`config.mk`:
```
export PLATFORM = sky130hd
export DESIGN_NAME = line_buffer_5row_flat
export DESIGN_NICKNAME = d
export VERILOG_FILES = /design/src/rtl/line_buffer_5row_if.sv /design/src/rtl/line_buffer_5row.sv /design/src/flat_wrapper.sv
export SDC_FILE = /design/constraint.sdc
export NUM_CORES = 1
export LEC_CHECK = 0
export ABC_AREA = 1
export BUFFER_PORTS_ARGS = -buffer_cell sky130_fd_sc_hd__buf_4
export CAP_MARGIN = 40
export CORE_ASPECT_RATIO = 0.9
export CORE_MARGIN = 5
export CORE_UTILIZATION = 40
export CTS_CLUSTER_DIAMETER = 50
export DETAILED_ROUTE_END_ITERATION = 8
export PLACE_DENSITY = 0.67
export SYNTH_ARGS = -nofsm -noshare
export SYNTH_HDL_FRONTEND = slang
export SYNTH_SLANG_ARGS = --single-unit
```
`constraint.sdc`:
```
create_clock -name clk -period 3 [get_ports clk]
set_clock_uncertainty 0.05 [all_clocks]
set_input_delay 0.3 -clock clk [delete_from_list [all_inputs] [get_ports clk]]
set_output_delay 0.3 -clock clk [all_outputs]
set_load 0.02 [all_outputs]
```
`src/rtl/line_buffer_5row_if.sv`:
```
// ---------------------------------------------------------------------------
// line_buffer_5row_if
//   Pixel-stream / column-output bundle between a raster pixel source, the
//   5-row line buffer and the downstream 5x5 window shift array.
//
//   Stream in (source -> line buffer):
//     valid_in   pixel_in valid this cycle, never back-pressured
//     sof_in     qualified by valid_in, marks pixel (row 0, col 0)
//     pixel_in   DATA_W-bit pixel
//   Column out (line buffer -> window array):
//     row_out_0..row_out_4   current line and lines t-1..t-4, same column
//     valid_out              row_out_* valid
//     win_valid              window array holds a full in-image 5x5 window
//     frame_done             one-cycle pulse with the last pixel of a frame
//
//   Modports: slave = line buffer side, master = pixel source / bench side.
// ---------------------------------------------------------------------------
interface line_buffer_5row_if #(
  parameter int DATA_W = 8
);
  logic              valid_in;
  logic              sof_in;
  logic [DATA_W-1:0] pixel_in;

  logic [DATA_W-1:0] row_out_0;
  logic [DATA_W-1:0] row_out_1;
  logic [DATA_W-1:0] row_out_2;
  logic [DATA_W-1:0] row_out_3;
  logic [DATA_W-1:0] row_out_4;
  logic              valid_out;
  logic              win_valid;
  logic              frame_done;

  modport slave (
    input  valid_in,
    input  sof_in,
    input  pixel_in,
    output row_out_0,
    output row_out_1,
    output row_out_2,
    output row_out_3,
    output row_out_4,
    output valid_out,
    output win_valid,
    output frame_done
  );

  modport master (
    output valid_in,
    output sof_in,
    output pixel_in,
    input  row_out_0,
    input  row_out_1,
    input  row_out_2,
    input  row_out_3,
    input  row_out_4,
    input  valid_out,
    input  win_valid,
    input  frame_done
  );
endinterface

```
`src/rtl/line_buffer_5row.sv`:
```
// ---------------------------------------------------------------------------
// line_buffer_5row
//   Producer side of the 5x5 sliding-window path. Takes a raster-order pixel
//   stream (one pixel per valid cycle), keeps the previous K-1 = 4 image lines
//   in a shift chain of line memories, and presents the current pixel together
//   with the pixels of the four lines above it in the same column. Lines not
//   yet written in the current frame are zero-filled.
//
//   Ports:
//     clk          rising-edge clock
//     rst_n        asynchronous active-low reset (counters and outputs)
//     lb_if.slave  pixel stream in / five-row column out, see
//                  line_buffer_5row_if for the signal list
//     out_col      (LB_POS_OUT_EN only) column of the pixel on row_out_*
//     out_row      (LB_POS_OUT_EN only) row of the pixel on row_out_*
//
//   Optional feature: define LB_POS_OUT_EN to add the out_col / out_row
//   position ports. Without it the ports are absent and all other behaviour
//   is unchanged.
//
//   Only K = 5 is meaningful: the column output has exactly five row ports.
// ---------------------------------------------------------------------------
module line_buffer_5row #(
  parameter int IMG_W  = 28,
  parameter int IMG_H  = 28,
  parameter int DATA_W = 8,
  parameter int K      = 5
) (
  input  logic                     clk,
  input  logic                     rst_n,
  line_buffer_5row_if.slave        lb_if
`ifdef LB_POS_OUT_EN
  ,
  output logic [$clog2(IMG_W)-1:0] out_col,
  output logic [$clog2(IMG_H)-1:0] out_row
`endif
);

  localparam int CW = $clog2(IMG_W);
  localparam int RW = $clog2(IMG_H);
  localparam int NL = K - 1;

  localparam logic [CW-1:0] COL_LAST = CW'(IMG_W - 1);
  localparam logic [RW-1:0] ROW_LAST = RW'(IMG_H - 1);
  localparam logic [CW-1:0] COL_ARM  = CW'(K - 1);
  localparam logic [RW-1:0] ROW_ARM  = RW'(K - 1);

  typedef logic [DATA_W-1:0] pix_t;

  // Line k of the frame above the current one is valid only once the current
  // row index has reached k; earlier rows read stale data from the previous
  // frame (or uninitialised memory) and are forced to zero.
  function automatic pix_t line_or_zero(input logic [RW-1:0] r,
                                        input logic [RW-1:0] k,
                                        input pix_t          d);
    return (r >= k) ? d : '0;
  endfunction

  // Raster position counters
  logic [CW-1:0] col_q, col_d;
  logic [RW-1:0] row_q, row_d;

  // Effective position of the pixel on pixel_in (sof_in forces (0,0))
  logic [CW-1:0] c_cur;
  logic [RW-1:0] r_cur;
  logic          accept;
  logic          last_col;
  logic          last_row;

  // Line memories: lbuf_q[0] holds line t-1, lbuf_q[NL-1] holds line t-NL
  pix_t lbuf_q [NL][IMG_W];
  pix_t ld     [NL];

  // Registered column output and control
  pix_t rows_q [K];
  pix_t rows_d [K];
  logic valid_q;
  logic win_arm_q, win_arm_d;
  logic frame_done_q, frame_done_d;
  logic win_valid_q;

  always_comb begin
    accept   = lb_if.valid_in;
    c_cur    = lb_if.sof_in ? '0 : col_q;
    r_cur    = lb_if.sof_in ? '0 : row_q;
    last_col = (c_cur == COL_LAST);
    last_row = (r_cur == ROW_LAST);

    for (int k = 0; k < NL; k++) begin
      ld[k] = lbuf_q[k][c_cur];
    end

    rows_d[0] = lb_if.pixel_in;
    for (int k = 1; k < K; k++) begin
      rows_d[k] = line_or_zero(r_cur, RW'(k), ld[k-1]);
    end

    win_arm_d    = (r_cur >= ROW_ARM) && (c_cur >= COL_ARM);
    frame_done_d = last_col && last_row;

    col_d = col_q;
    row_d = row_q;
    if (accept) begin
      if (!last_col) begin
        col_d = c_cur + CW'(1);
        row_d = r_cur;
      end else begin
        col_d = '0;
        row_d = last_row ? '0 : (r_cur + RW'(1));
      end
    end
  end

  // ---- stage boundary: pixel accepted -> column output (latency 1) ----
  always_ff @(posedge clk or negedge rst_n) begin
    if (!rst_n) begin
      col_q        <= '0;
      row_q        <= '0;
      valid_q      <= 1'b0;
      win_arm_q    <= 1'b0;
      frame_done_q <= 1'b0;
      win_valid_q  <= 1'b0;
      for (int k = 0; k < K; k++) begin
        rows_q[k] <= '0;
      end
    end else begin
      col_q        <= col_d;
      row_q        <= row_d;
      valid_q      <= accept;
      frame_done_q <= accept && frame_done_d;
      // ---- stage boundary: column output -> window array contents ----
      win_valid_q  <= valid_q && win_arm_q;
      if (accept) begin
        win_arm_q <= win_arm_d;
        for (int k = 0; k < K; k++) begin
          rows_q[k] <= rows_d[k];
        end
      end
    end
  end

  // Shift chain: same column read before write, so each line moves down
  // one slot as the new pixel enters slot 0. No reset; masked by r_cur.
  always_ff @(posedge clk) begin
    if (accept) begin
      lbuf_q[0][c_cur] <= lb_if.pixel_in;
      for (int k = 1; k < NL; k++) begin
        lbuf_q[k][c_cur] <= ld[k-1];
      end
    end
  end

  assign lb_if.row_out_0  = rows_q[0];
  assign lb_if.row_out_1  = rows_q[1];
  assign lb_if.row_out_2  = rows_q[2];
  assign lb_if.row_out_3  = rows_q[3];
  assign lb_if.row_out_4  = rows_q[4];
  assign lb_if.valid_out  = valid_q;
  assign lb_if.win_valid  = win_valid_q;
  assign lb_if.frame_done = frame_done_q;

`ifdef LB_POS_OUT_EN
  logic [CW-1:0] pos_col_q;
  logic [RW-1:0] pos_row_q;

  always_ff @(posedge clk or negedge rst_n) begin
    if (!rst_n) begin
      pos_col_q <= '0;
      pos_row_q <= '0;
    end else if (accept) begin
      pos_col_q <= c_cur;
      pos_row_q <= r_cur;
    end
  end

  assign out_col = pos_col_q;
  assign out_row = pos_row_q;
`endif

endmodule

```
`src/flat_wrapper.sv`:
```
// flat-port wrapper written by rule: the top's interface ports become plain ports
module line_buffer_5row_flat 
#(
  parameter int IMG_W  = 28,
  parameter int IMG_H  = 28,
  parameter int DATA_W = 8,
  parameter int K      = 5
)
  (clk, rst_n, lb_if_valid_in, lb_if_sof_in, lb_if_pixel_in, lb_if_row_out_0, lb_if_row_out_1, lb_if_row_out_2, lb_if_row_out_3, lb_if_row_out_4, lb_if_valid_out, lb_if_win_valid, lb_if_frame_done);
  line_buffer_5row_if #(.DATA_W(DATA_W)) lb_if_i ();
  input  logic clk;
  input  logic rst_n;
  input wire logic [$bits(lb_if_i.valid_in)-1:0] lb_if_valid_in;
  input wire logic [$bits(lb_if_i.sof_in)-1:0] lb_if_sof_in;
  input wire logic [$bits(lb_if_i.pixel_in)-1:0] lb_if_pixel_in;
  output wire logic [$bits(lb_if_i.row_out_0)-1:0] lb_if_row_out_0;
  output wire logic [$bits(lb_if_i.row_out_1)-1:0] lb_if_row_out_1;
  output wire logic [$bits(lb_if_i.row_out_2)-1:0] lb_if_row_out_2;
  output wire logic [$bits(lb_if_i.row_out_3)-1:0] lb_if_row_out_3;
  output wire logic [$bits(lb_if_i.row_out_4)-1:0] lb_if_row_out_4;
  output wire logic [$bits(lb_if_i.valid_out)-1:0] lb_if_valid_out;
  output wire logic [$bits(lb_if_i.win_valid)-1:0] lb_if_win_valid;
  output wire logic [$bits(lb_if_i.frame_done)-1:0] lb_if_frame_done;
  assign lb_if_i.valid_in = lb_if_valid_in;
  assign lb_if_i.sof_in = lb_if_sof_in;
  assign lb_if_i.pixel_in = lb_if_pixel_in;
  assign lb_if_row_out_0 = lb_if_i.row_out_0;
  assign lb_if_row_out_1 = lb_if_i.row_out_1;
  assign lb_if_row_out_2 = lb_if_i.row_out_2;
  assign lb_if_row_out_3 = lb_if_i.row_out_3;
  assign lb_if_row_out_4 = lb_if_i.row_out_4;
  assign lb_if_valid_out = lb_if_i.valid_out;
  assign lb_if_win_valid = lb_if_i.win_valid;
  assign lb_if_frame_done = lb_if_i.frame_done;
  line_buffer_5row #(.IMG_W(IMG_W), .IMG_H(IMG_H), .DATA_W(DATA_W), .K(K)) u_core (.clk(clk), .rst_n(rst_n), .lb_if(lb_if_i));
endmodule
```
Word-level counts from Yosys, hierarchy flattened --
Memories as Yosys holds them, arrays and structs flattened. Index checks and enable logic that the tools add are counted.
Storage, ports and cells: flip-flop bits (word level) 54, RAM bits 896, input bits 12, output and inout port bits 43, logic and storage cells 54, memories kept 1
Operators by class: $add $sub $neg 2, $lt $le $gt $ge 7, eq/ne operators 2, multiplexer cells 25, bitwise gates (word level) 1, reductions and logical operators 5
Memory list:
- u_core.lbuf_q | words 4, width 224, read ports 4, clocked after memory_dff 0, write ports 4, RTL line line_buffer_5row.sv:71 | pix_t lbuf_q [NL][IMG_W];
Operators with widths (number):
- two-way mux 224 bit | 1
- binary-select mux 8 bit (select 5 bit) | 4
- two-way mux 8 bit | 13
- demux 8 bit (select 5 bit) | 1
- two-way mux 5 bit | 5
- adder 5 x 1 -> 5 bit, second input constant | 2
- == test 5 bit, second input constant | 2
- greater-or-equal comparator 5 x 2 -> 1 bit, second input constant | 2
- greater-or-equal comparator 5 x 3 -> 1 bit, second input constant | 2
- greater-or-equal comparator 6 bit, second input constant | 1
- less-than comparator 6 x 1 -> 1 bit, second input constant | 1
- inverter 5 -> 6 bit | 1
- greater-or-equal comparator 5 x 1 -> 1 bit, second input constant | 1
- logical AND 1 bit | 5
- two-way mux 1 bit | 1

Depth between registers and ports, before layout --
Gate-level depths: netlist of run 1.
word-level depth 7, mapped depth 16, gate-level depth less buffers 14

Worst setup path before layout of run 1 --
Ideal clock, no wire load.
kind input to register, from input port lb_if_sof_in, to memory u_core.lbuf_q[0][32] (netlist bit), enable pin, setup time 0.421 ns, data arrival time 2.812 ns, data required time 2.529 ns, slack -0.283 ns, cell stages on the path 7, buffers on the path 2, cells stage by stage buf_4 -> nor2_1 -> inv_2 -> nor2_1 -> clkbuf_1 -> nand2_1 -> nor2_1
RTL lines:
- start, declared | RTL line flat_wrapper.sv:14 | input wire logic [$bits(lb_if_i.sof_in)-1:0] lb_if_sof_in;
- end, declared | RTL line line_buffer_5row.sv:71

==> results of run 1 <==
-- power groups by stage --
stage | logic [mW] | clock network, mW | registers [mW]
3_5_place_dp | 3.48 | 0 | 15.8
2_1_floorplan | 1.90 | 0 | 15.8
5_1_grt | 3.84 | 13.9 | 15.5
4_1_cts | 3.51 | 13.3 | 15.5
6_report | 3.55 | 13.2 | 15.5
3_3_place_gp | 3.42 | 0 | 15.8
-- per-layer routing --
layer  wire length, um  part of all wire
met3             13620              0.12
met5                12           0.00010
met4              4667             0.040
met1             45550              0.40
met2             51450              0.45
-- how the worst max path moves through the flow --
| stage | start | end | slack [ns] |
|---|---|---|---|
| finish | u_core.col_q[0] | u_core.lbuf_q[3][146] | 0.13 |
| global route | u_core.col_q[0] | u_core.lbuf_q[2][42] | 0.05 |
| CTS | u_core.col_q[0] | u_core.lbuf_q[3][138] | 0.17 |
| detailed placement | lb_if_sof_in | u_core.lbuf_q[3][98] | 0.03 |
| global placement | lb_if_sof_in | u_core.lbuf_q[3][138] | 0.07 |
| floorplan | lb_if_sof_in | u_core.lbuf_q[0][32] | -0.28 |
-- cells by family (layout without fill, tap and decap cells) --
group / after synthesis / after routing / share of synthesized area
buffers and inverters: 573 / 811 / 0.05718
other: 0 / 1 / 0
AO/OA/AOI/OAI: 165 / 165 / 0.02433
flip-flops: 950 / 950 / 0.7202
adder cells (fa/ha/maj): 1 / 1 / 0.0003189
AND/OR/NAND/NOR: 1891 / 1891 / 0.1979
-- layout by cell type, fill, tap and decap left out, drive strengths merged --
cell / count
or2: 7
clkinv: 33
a21oi: 62
o31ai: 1
dfrtp: 54
inv: 405
clkbuf: 125
and2: 3
nor2: 111
bufinv: 16
nand4: 36
nand2: 1307
a22oi: 15
o211ai: 32
o22ai: 4
a21boi: 1
edfxtp: 896
ha: 1
clkinvlp: 5
o21ai: 49
nand3: 426
dlygate4sd3: 9
a31oi: 1
nor3: 1
buf: 218
diode: 1
-- worst register-to-register path, cell delays in order, from the launching register on --
cell	delay, ns
sky130_fd_sc_hd__dfrtp_2	0.44
sky130_fd_sc_hd__nand2_4	0.11
sky130_fd_sc_hd__buf_12	0.24
sky130_fd_sc_hd__buf_4	0.37
sky130_fd_sc_hd__buf_4	0.35
sky130_fd_sc_hd__nand2_1	0.10
sky130_fd_sc_hd__nand3_1	0.10
sky130_fd_sc_hd__nand3_1	0.08
sky130_fd_sc_hd__nand3_1	0.13
sky130_fd_sc_hd__nand4_1	0.27
sky130_fd_sc_hd__buf_4	0.33
-- flip-flops by register name (all words and copies together), names as in the netlist --
name	count
u_core.col_q	5
u_core.lb_if.frame_done	1
u_core.lb_if.row_out_0	8
u_core.lb_if.row_out_1	8
u_core.lb_if.row_out_2	8
u_core.lb_if.row_out_3	8
u_core.lb_if.row_out_4	8
u_core.lb_if.valid_out	1
u_core.lb_if.win_valid	1
u_core.lbuf_q	896
u_core.row_q	5
u_core.win_arm_q	1
-- layout make-up --
cell class	instances	share of cell area
flip-flops and latches	950	0.6150
multi-input cells	2057	0.1961
clock buffers	125	0.06010
repair buffers	227	0.04444
well taps	1276	0.03475
inverters	396	0.03241
clock inverters	63	0.01707
diodes	1	0.00005446
-- metrics by stage --
| step | area, um^2 | worst slack (ns) |
|---|---|---|
| 6_report | 45950 | 0.1266 |
| 5_1_grt | 45940 | 0.05175 |
| 2_1_floorplan | 39270 | -0.2832 |
| 4_1_cts | 45940 | 0.1693 |
| 3_3_place_gp | 42260 | 0.06837 |
| 3_5_place_dp | 42310 | 0.02666 |
-- repair_timing --
action                                  in CTS  in global routing
hold endpoints to repair                   147                  0
gates resized for setup                      0                  0
hold buffers                                 9                  0
endpoints found under the setup margin       0                  0
==> impl_summary.md, run 1 <==
Hold path
Along the worst hold path, the cell count comes to 1. The destination of the worst hold path is u_core.lbuf_q[0][79]. The beginning of the worst hold path is lb_if_pixel_in[7].

The worst hold-check path type is input port to register.

Global route
In the global route stage, met1 resource usage came out at 0.2944. The met3 track utilization from global routing is 0.05949. The busiest layer in global routing is met2. After global routing the overflow that remains totals 0. The maximum number of pins on one net before global-route repair is 137.

Across every metal layer, demand over resource in global routing totals 0.2163. The number of global-route vias before repair is 25760. The first-pass GRT wire length is 167700 um. For this run, global-route usage on met2 was measured as 0.3321. The number of antenna violations at the first check in global routing is 5.

Worst setup path
STA puts the critical path data arrival time at 3.19 ns. The worst register-to-register path begins at u_core.col_q[0]. The worst setup path is launched from a register. Grouping stages by cell kind, the critical path spends the most delay in buffers and inverters.

STA classifies the critical path endpoint as a register. The endpoint of the worst-slack reg-to-reg timing path is u_core.lbuf_q[3][146]. The type of the worst setup path is register to register. Along the worst path, the maximum fanout reaches 37.

The logic depth of the worst setup path including buffers is 10. In this run the register-to-register setup slack is 0.13 ns. The peak per-stage delay on the critical path is 0.44 ns. At the worst endpoint, the required time is 3.32 ns. The slowest cell on the critical path is sky130_fd_sc_hd__dfrtp_2. The depth of the worst register-to-register path is 10. Together, buffers and inverters on the worst path number 4. The critical path goes through nand2_4, buf_12, buf_4, buf_4, nand2_1, nand3_1, nand3_1, nand3_1, nand4_1, buf_4.

Die
The die covers 0.1045 mm^2. 55 I/O pins were placed. From left edge to right edge, the die measures 340.1 um. In this run the vertical extent of the chip is 307.1 um. The initial standard-cell utilization of the core is 0.4012.

The initialized floorplan defines 109 standard-cell rows. The area of the core region is 0.09779 mm^2.

CTS
Buffers inserted during clock tree synthesis total 101. TritonCTS built the clock tree. CTS placed an instance of sky130_fd_sc_hd__clkbuf_16 at the clock tree root. The setup fix buffers added after clock tree synthesis is 0. The maximum buffer depth of the clock tree is 3. The number of clock sinks seen by CTS is 950. Clock-pin slew was measured on the worst setup and hold paths at 0.06 ns. The clock insertion delay at the later pin of the skew report is 0.68 ns. The clock tree synthesis step divided the H-tree into 3 levels.

Drt
The iteration count of the initial detailed-routing pass is 8. The final layout contains routed wiring with a total length of 115300 um. The count of nets left with antenna violations after detail routing is 0.

The average detailed-routed wire length per instance is 22.63 um. The routed layout has 27190 vias. The detailed router finished its first iteration with 3307 violations.

The average vias per placed instance is 5.336. For this run, design rule violations remaining after detail routing come to 0.

Final layout
At the end of the flow the core is filled with cells to 0.4699. Of the cells placed in the final design, the portion with a size suffix greater than 1 is 0.1137. The count of cells in the finished layout, fillers not included, comes to 5095. The number of fill cells is 8566. For this run, the post-layout net count is 3746. Relative to the synthesized area, the layout overhead comes to 17.11%. In the final layout, the multi-input gates occupy 0.009011 mm^2. Across the whole layout, storage elements account for 0.02826 mm^2.

Logic synthesis
The net count after synthesis is 3593. The share of the synthesized area in the top cell type is 0.6858. The commonest cells after synthesis are sky130_fd_sc_hd__nand2_1 (1305), sky130_fd_sc_hd__edfxtp_1 (896), sky130_fd_sc_hd__nand3_1 (426), sky130_fd_sc_hd__inv_1 (388), sky130_fd_sc_hd__nor2_1 (106).

Synthesis handed over a netlist of 3580 instances. Synthesis instantiated 29 different standard cells from the library. The largest total area in the synthesized netlist belongs to sky130_fd_sc_hd__edfxtp_1. Yosys printed 0 warnings.

The average instance in the mapped netlist occupies 10.96 um^2. Sorting the synthesized cells by area gives the leading types as sky130_fd_sc_hd__edfxtp_1 (69%), sky130_fd_sc_hd__nand2_1 (12%), sky130_fd_sc_hd__nand3_1 (5.4%). In the post-synthesis netlist, the cell with the most instances is sky130_fd_sc_hd__nand2_1. The share of synthesized registers carrying an async set or reset is 0.05684. The most used flip-flop cell after synthesis is sky130_fd_sc_hd__edfxtp_1. For this run, the register share of the synthesized area comes to 0.7202.

The cell area after synthesis is 0.03923 mm^2. The count of flip-flops with a built-in enable after synthesis is 896. The count of state elements after synthesis is 950.

Power
The cell leakage power is 18.58 nW. The internal power of the cells totals 24.31 mW. The design draws 32.23 mW. The worst-case IR drop observed on VDD is 413.0 uV.

Of the total power, registers draw 0.481. The net load switching power is 7.921 mW. The part of the power in the clock network is 0.409. The power per cell area is 701.5 mW/mm^2. Of the total power, combinational logic draws 0.110. The switching power share of the total is 0.2458.

Status
The run finished with clean final reports.

STA
For the pin with the worst max-slew slack, the measured transition is 0.9040 ns. The count of pins over their slew limit was 0. Setup repair after global routing left no endpoint under its margin.

Summed over all failing endpoints, the final setup total negative slack is 0 ns. Static timing analysis puts the maximum clock frequency at 348.0 MHz. The final count of hold timing violations is 0. The post-route worst hold slack is 0.05688 ns. The max-slew headroom at the worst pin is 0.3973. The final count of negative-setup-slack endpoints is 0. For the finished layout, the period the worst path requires is 2.873 ns.

Of the available clock period, the critical path in the final layout requires 0.9578.

Flow run
Across the run, the number of max-cap violations was 0.

Placement
The instance count after placement with tap cells included is 4897. The post-detailed-placement half-perimeter wirelength is 65140 um. Port buffering added 54 buffers.

The congestion estimate from routability-driven global placement came to 0.8509.
Power figures use the tool's default switching activity.
==> inputs of run 2 (changes only) <==
--- a/config.mk
+++ b/config.mk
@@ -13,7 +13,8 @@
 export CORE_UTILIZATION = 40
 export CTS_CLUSTER_DIAMETER = 50
 export DETAILED_ROUTE_END_ITERATION = 8
-export PLACE_DENSITY = 0.67
+export PLACE_DENSITY = 0.65
+export RECOVER_POWER = 50
 export SYNTH_ARGS = -nofsm -noshare
 export SYNTH_HDL_FRONTEND = slang
 export SYNTH_SLANG_ARGS = --single-unit
==> impl_summary.md, run 2 (same netlist as run 1, synthesis figures left out) <==
Power
VDD sags by at most 507.4 uV. The power per cell area is 701.6 mW/mm^2. The analysis attributes to cell leakage a power of 18.23 nW.

CTS
No sink is reached through more buffers than the 3 on the longest clock path. The clock transition at the register clock pins on the worst setup and hold paths after CTS is 0.06 ns. Clock tree synthesis inserted a total of 103 buffers.

The number of clock sinks seen by CTS is 950. The clock insertion delay at the later pin of the skew report is 0.67 ns. The tree is rooted in a sky130_fd_sc_hd__clkbuf_16.

The clock tree from TritonCTS is done. The clock tree synthesis step divided the H-tree into 3 levels.

Drt
In the detailed route, the total length drawn on met2 is 52140 um. The final layout contains routed wiring with a total length of 114800 um. The average vias per placed instance is 5.306.

The initial DRC count is 3240. The highest layer used for signal routing is met4. In the final routing, the length of wire on met1 measures 46360 um. The routed layout has 27040 vias.

The count of nets left with antenna violations after detail routing is 0. The remaining design rule violation count is 0. In the final routed layout, each cell accounts on average for 22.52 um. Summed over all nets, wire length on met3 after detailed routing comes to 12180 um. The first detailed-routing pass ran for 6 iterations.

Die
The floorplan step set the die width to 340.1 um. The core region is 0.09779 mm^2. The initial standard-cell utilization of the core is 0.4012. 55 I/O pins were placed.

The floorplan die area is 0.1045 mm^2. The floorplan has 109 rows. The floorplan step set the die height to 307.1 um.

Flow run
The number of maximum-capacitance violations is 4.

Placement
Detailed placement finished with a half-perimeter wire length of 64700 um. The standard cell area after detailed placement is 0.04238 mm^2. The number of buffer cells added on primary ports is 54. Once placement completed, the tool counted placed cells totaling 4892. The congestion estimate from routability-driven global placement came to 0.8408.

STA
The final count of hold timing violations is 0. The routed design could run at a clock period as short as 2.885 ns. Setup violations remaining at the end of the flow were counted as 0. Adding up every negative setup slack in the final design gives 0 ns.

The share of the clock period used by the worst path after layout is 0.9618. The max-slew headroom at the worst pin is -0.2010. The transition time at the pin with the least slew margin is 1.802 ns. The count of pins over their slew limit is 155. The maximum frequency from static timing analysis is 346.6 MHz. Setup repair after global routing left no endpoint under its margin.

Global route
The first-pass GRT wire length is 168800 um. The maximum number of pins on one net before global-route repair is 101. The number of antenna violations at the first check in global routing is 4. The number of global-route vias before repair came to 25690. The aggregate global routing overflow is 0. In the global route stage, overall resource usage came out at 0.2165.

Final layout
After the last flow step, the layout net total stands at 3742. In the layout the commonest cells are sky130_fd_sc_hd__nand2_1 (1304), sky130_fd_sc_hd__edfxtp_1 (896), sky130_fd_sc_hd__nand3_1 (426), sky130_fd_sc_hd__inv_1 (390), sky130_fd_sc_hd__clkbuf_16 (103). With fillers left out, the area of the finished cells amounts to 0.04552 mm^2.

Once layout is complete, the utilization of the core stands at 0.4655. The number of fill cells is 8694. The area growth from synthesis to layout is 16.02%. The register with the most flip-flops in the layout has 896 of them. The most common cell after layout, fill and taps aside is sky130_fd_sc_hd__nand2_1. The final instance count without filler cells is 5096.

In the final layout, the share of cells above drive strength 1 is 0.09246. Counting flops per register, the top entry is u_core.lbuf_q.

Worst setup path
The depth of the worst register-to-register path is 8. Tracing the worst setup path back leads to its startpoint at u_core.col_q[3]. At the worst endpoint, the required time is 3.24 ns. In this run the register-to-register setup slack is 0.11 ns. In this run the worst path has a maximum fanout of 16.

In this run the critical register-to-register path is captured at u_core.lbuf_q[0][16]. By startpoint and endpoint, the worst setup path is classified as register to register. The worst setup path is launched from a register. The critical path arrival is 3.12 ns. The most critical setup path has its endpoint at u_core.lbuf_q[0][16]. The startpoint identified for the worst register-to-register timing path is u_core.col_q[3]. The worst setup path is captured at a register.

Status
The flow ran to the end, but the final reports show violations. The final reports fail on capacitance limit, slew limit.

Hold path
The min-delay analysis places its worst path in the category input port to register.
run 2: cell types whose count changed in the layout (fill, tap and decap cells not counted), sizes merged:
cell,delta
inv,-2
bufinv,-3
diode,+1
clkbuf,+95
buf,-94
clkinvlp,+3
clkinv,+2
dlygate4sd3,-1
run 2: per-layer routing:
metal,track usage,up-vias
li1,-,12260
met1,0.2970,13140
met2,0.3405,1390
met3,0.05103,254
met4,0.07779,0
met5,0.002264,-
run 2: worst min-delay path by stage:
stage	startpoint	to	slack (ns)	cells after the start
after global placement	u_core.lb_if.valid_out	u_core.lb_if.win_valid	0.40	2
after detailed placement	rst_n	u_core.lb_if.row_out_0[6]	0.14	1
after CTS	lb_if_pixel_in[3]	u_core.lb_if.row_out_0[3]	0.005	3
after global routing	lb_if_sof_in	u_core.row_q[2]	0.09	4
final	lb_if_sof_in	u_core.row_q[2]	0.09	4
after floorplan	rst_n	u_core.col_q[0]	-0.05	0
run 2: area by class of cell:
type / count / area (um^2) / area share
diodes: 2 / 5.005 / 0.0001100
clock buffers: 131 / 2753 / 0.06048
clock inverters: 63 / 743.2 / 0.01633
inverters: 396 / 1489 / 0.03271
multi-input cells: 2057 / 8957 / 0.1968
flip-flops and latches: 950 / 28260 / 0.6208
well taps: 1276 / 1597 / 0.03508
repair buffers: 221 / 1714 / 0.03766
run 2: what timing repair did:
action	CTS	global route
hold buffers	8	0
resized for setup	0	0
buffers inserted	0	0
endpoints found under the hold margin	140	0
run 2: where the power goes:
part / internal (mW) / switching (mW) / total [mW]
clock network: 7.66 / 5.28 / 12.9
registers: 15.5 / 0.0558 / 15.5
logic: 0.875 / 2.60 / 3.48
total: 24.0 / 7.94 / 31.9
run 2: worst max-delay path, cell delays in order (launching register included):
cell and delay [ns]:
sky130_fd_sc_hd__dfrtp_1 0.36, sky130_fd_sc_hd__inv_1 0.12, sky130_fd_sc_hd__nor2_2 0.27, sky130_fd_sc_hd__inv_1 0.14
sky130_fd_sc_hd__nor2_4 0.45, sky130_fd_sc_hd__nand2_2 0.10, sky130_fd_sc_hd__clkbuf_2 0.26, sky130_fd_sc_hd__nor2_4 0.13
sky130_fd_sc_hd__clkbuf_2 0.61
run 2: stage by stage:
step	hold WS [ns]	worst slack, ns	power (mW)
floorplan	-0.04559	-0.2832	17.73
CTS	0.005312	0.3033	32.12
global placement	0.4008	0.2706	19.20
finish	0.09301	0.1147	31.93
global route	0.08738	0.1246	33.00
detailed placement	0.1353	0.2495	19.28
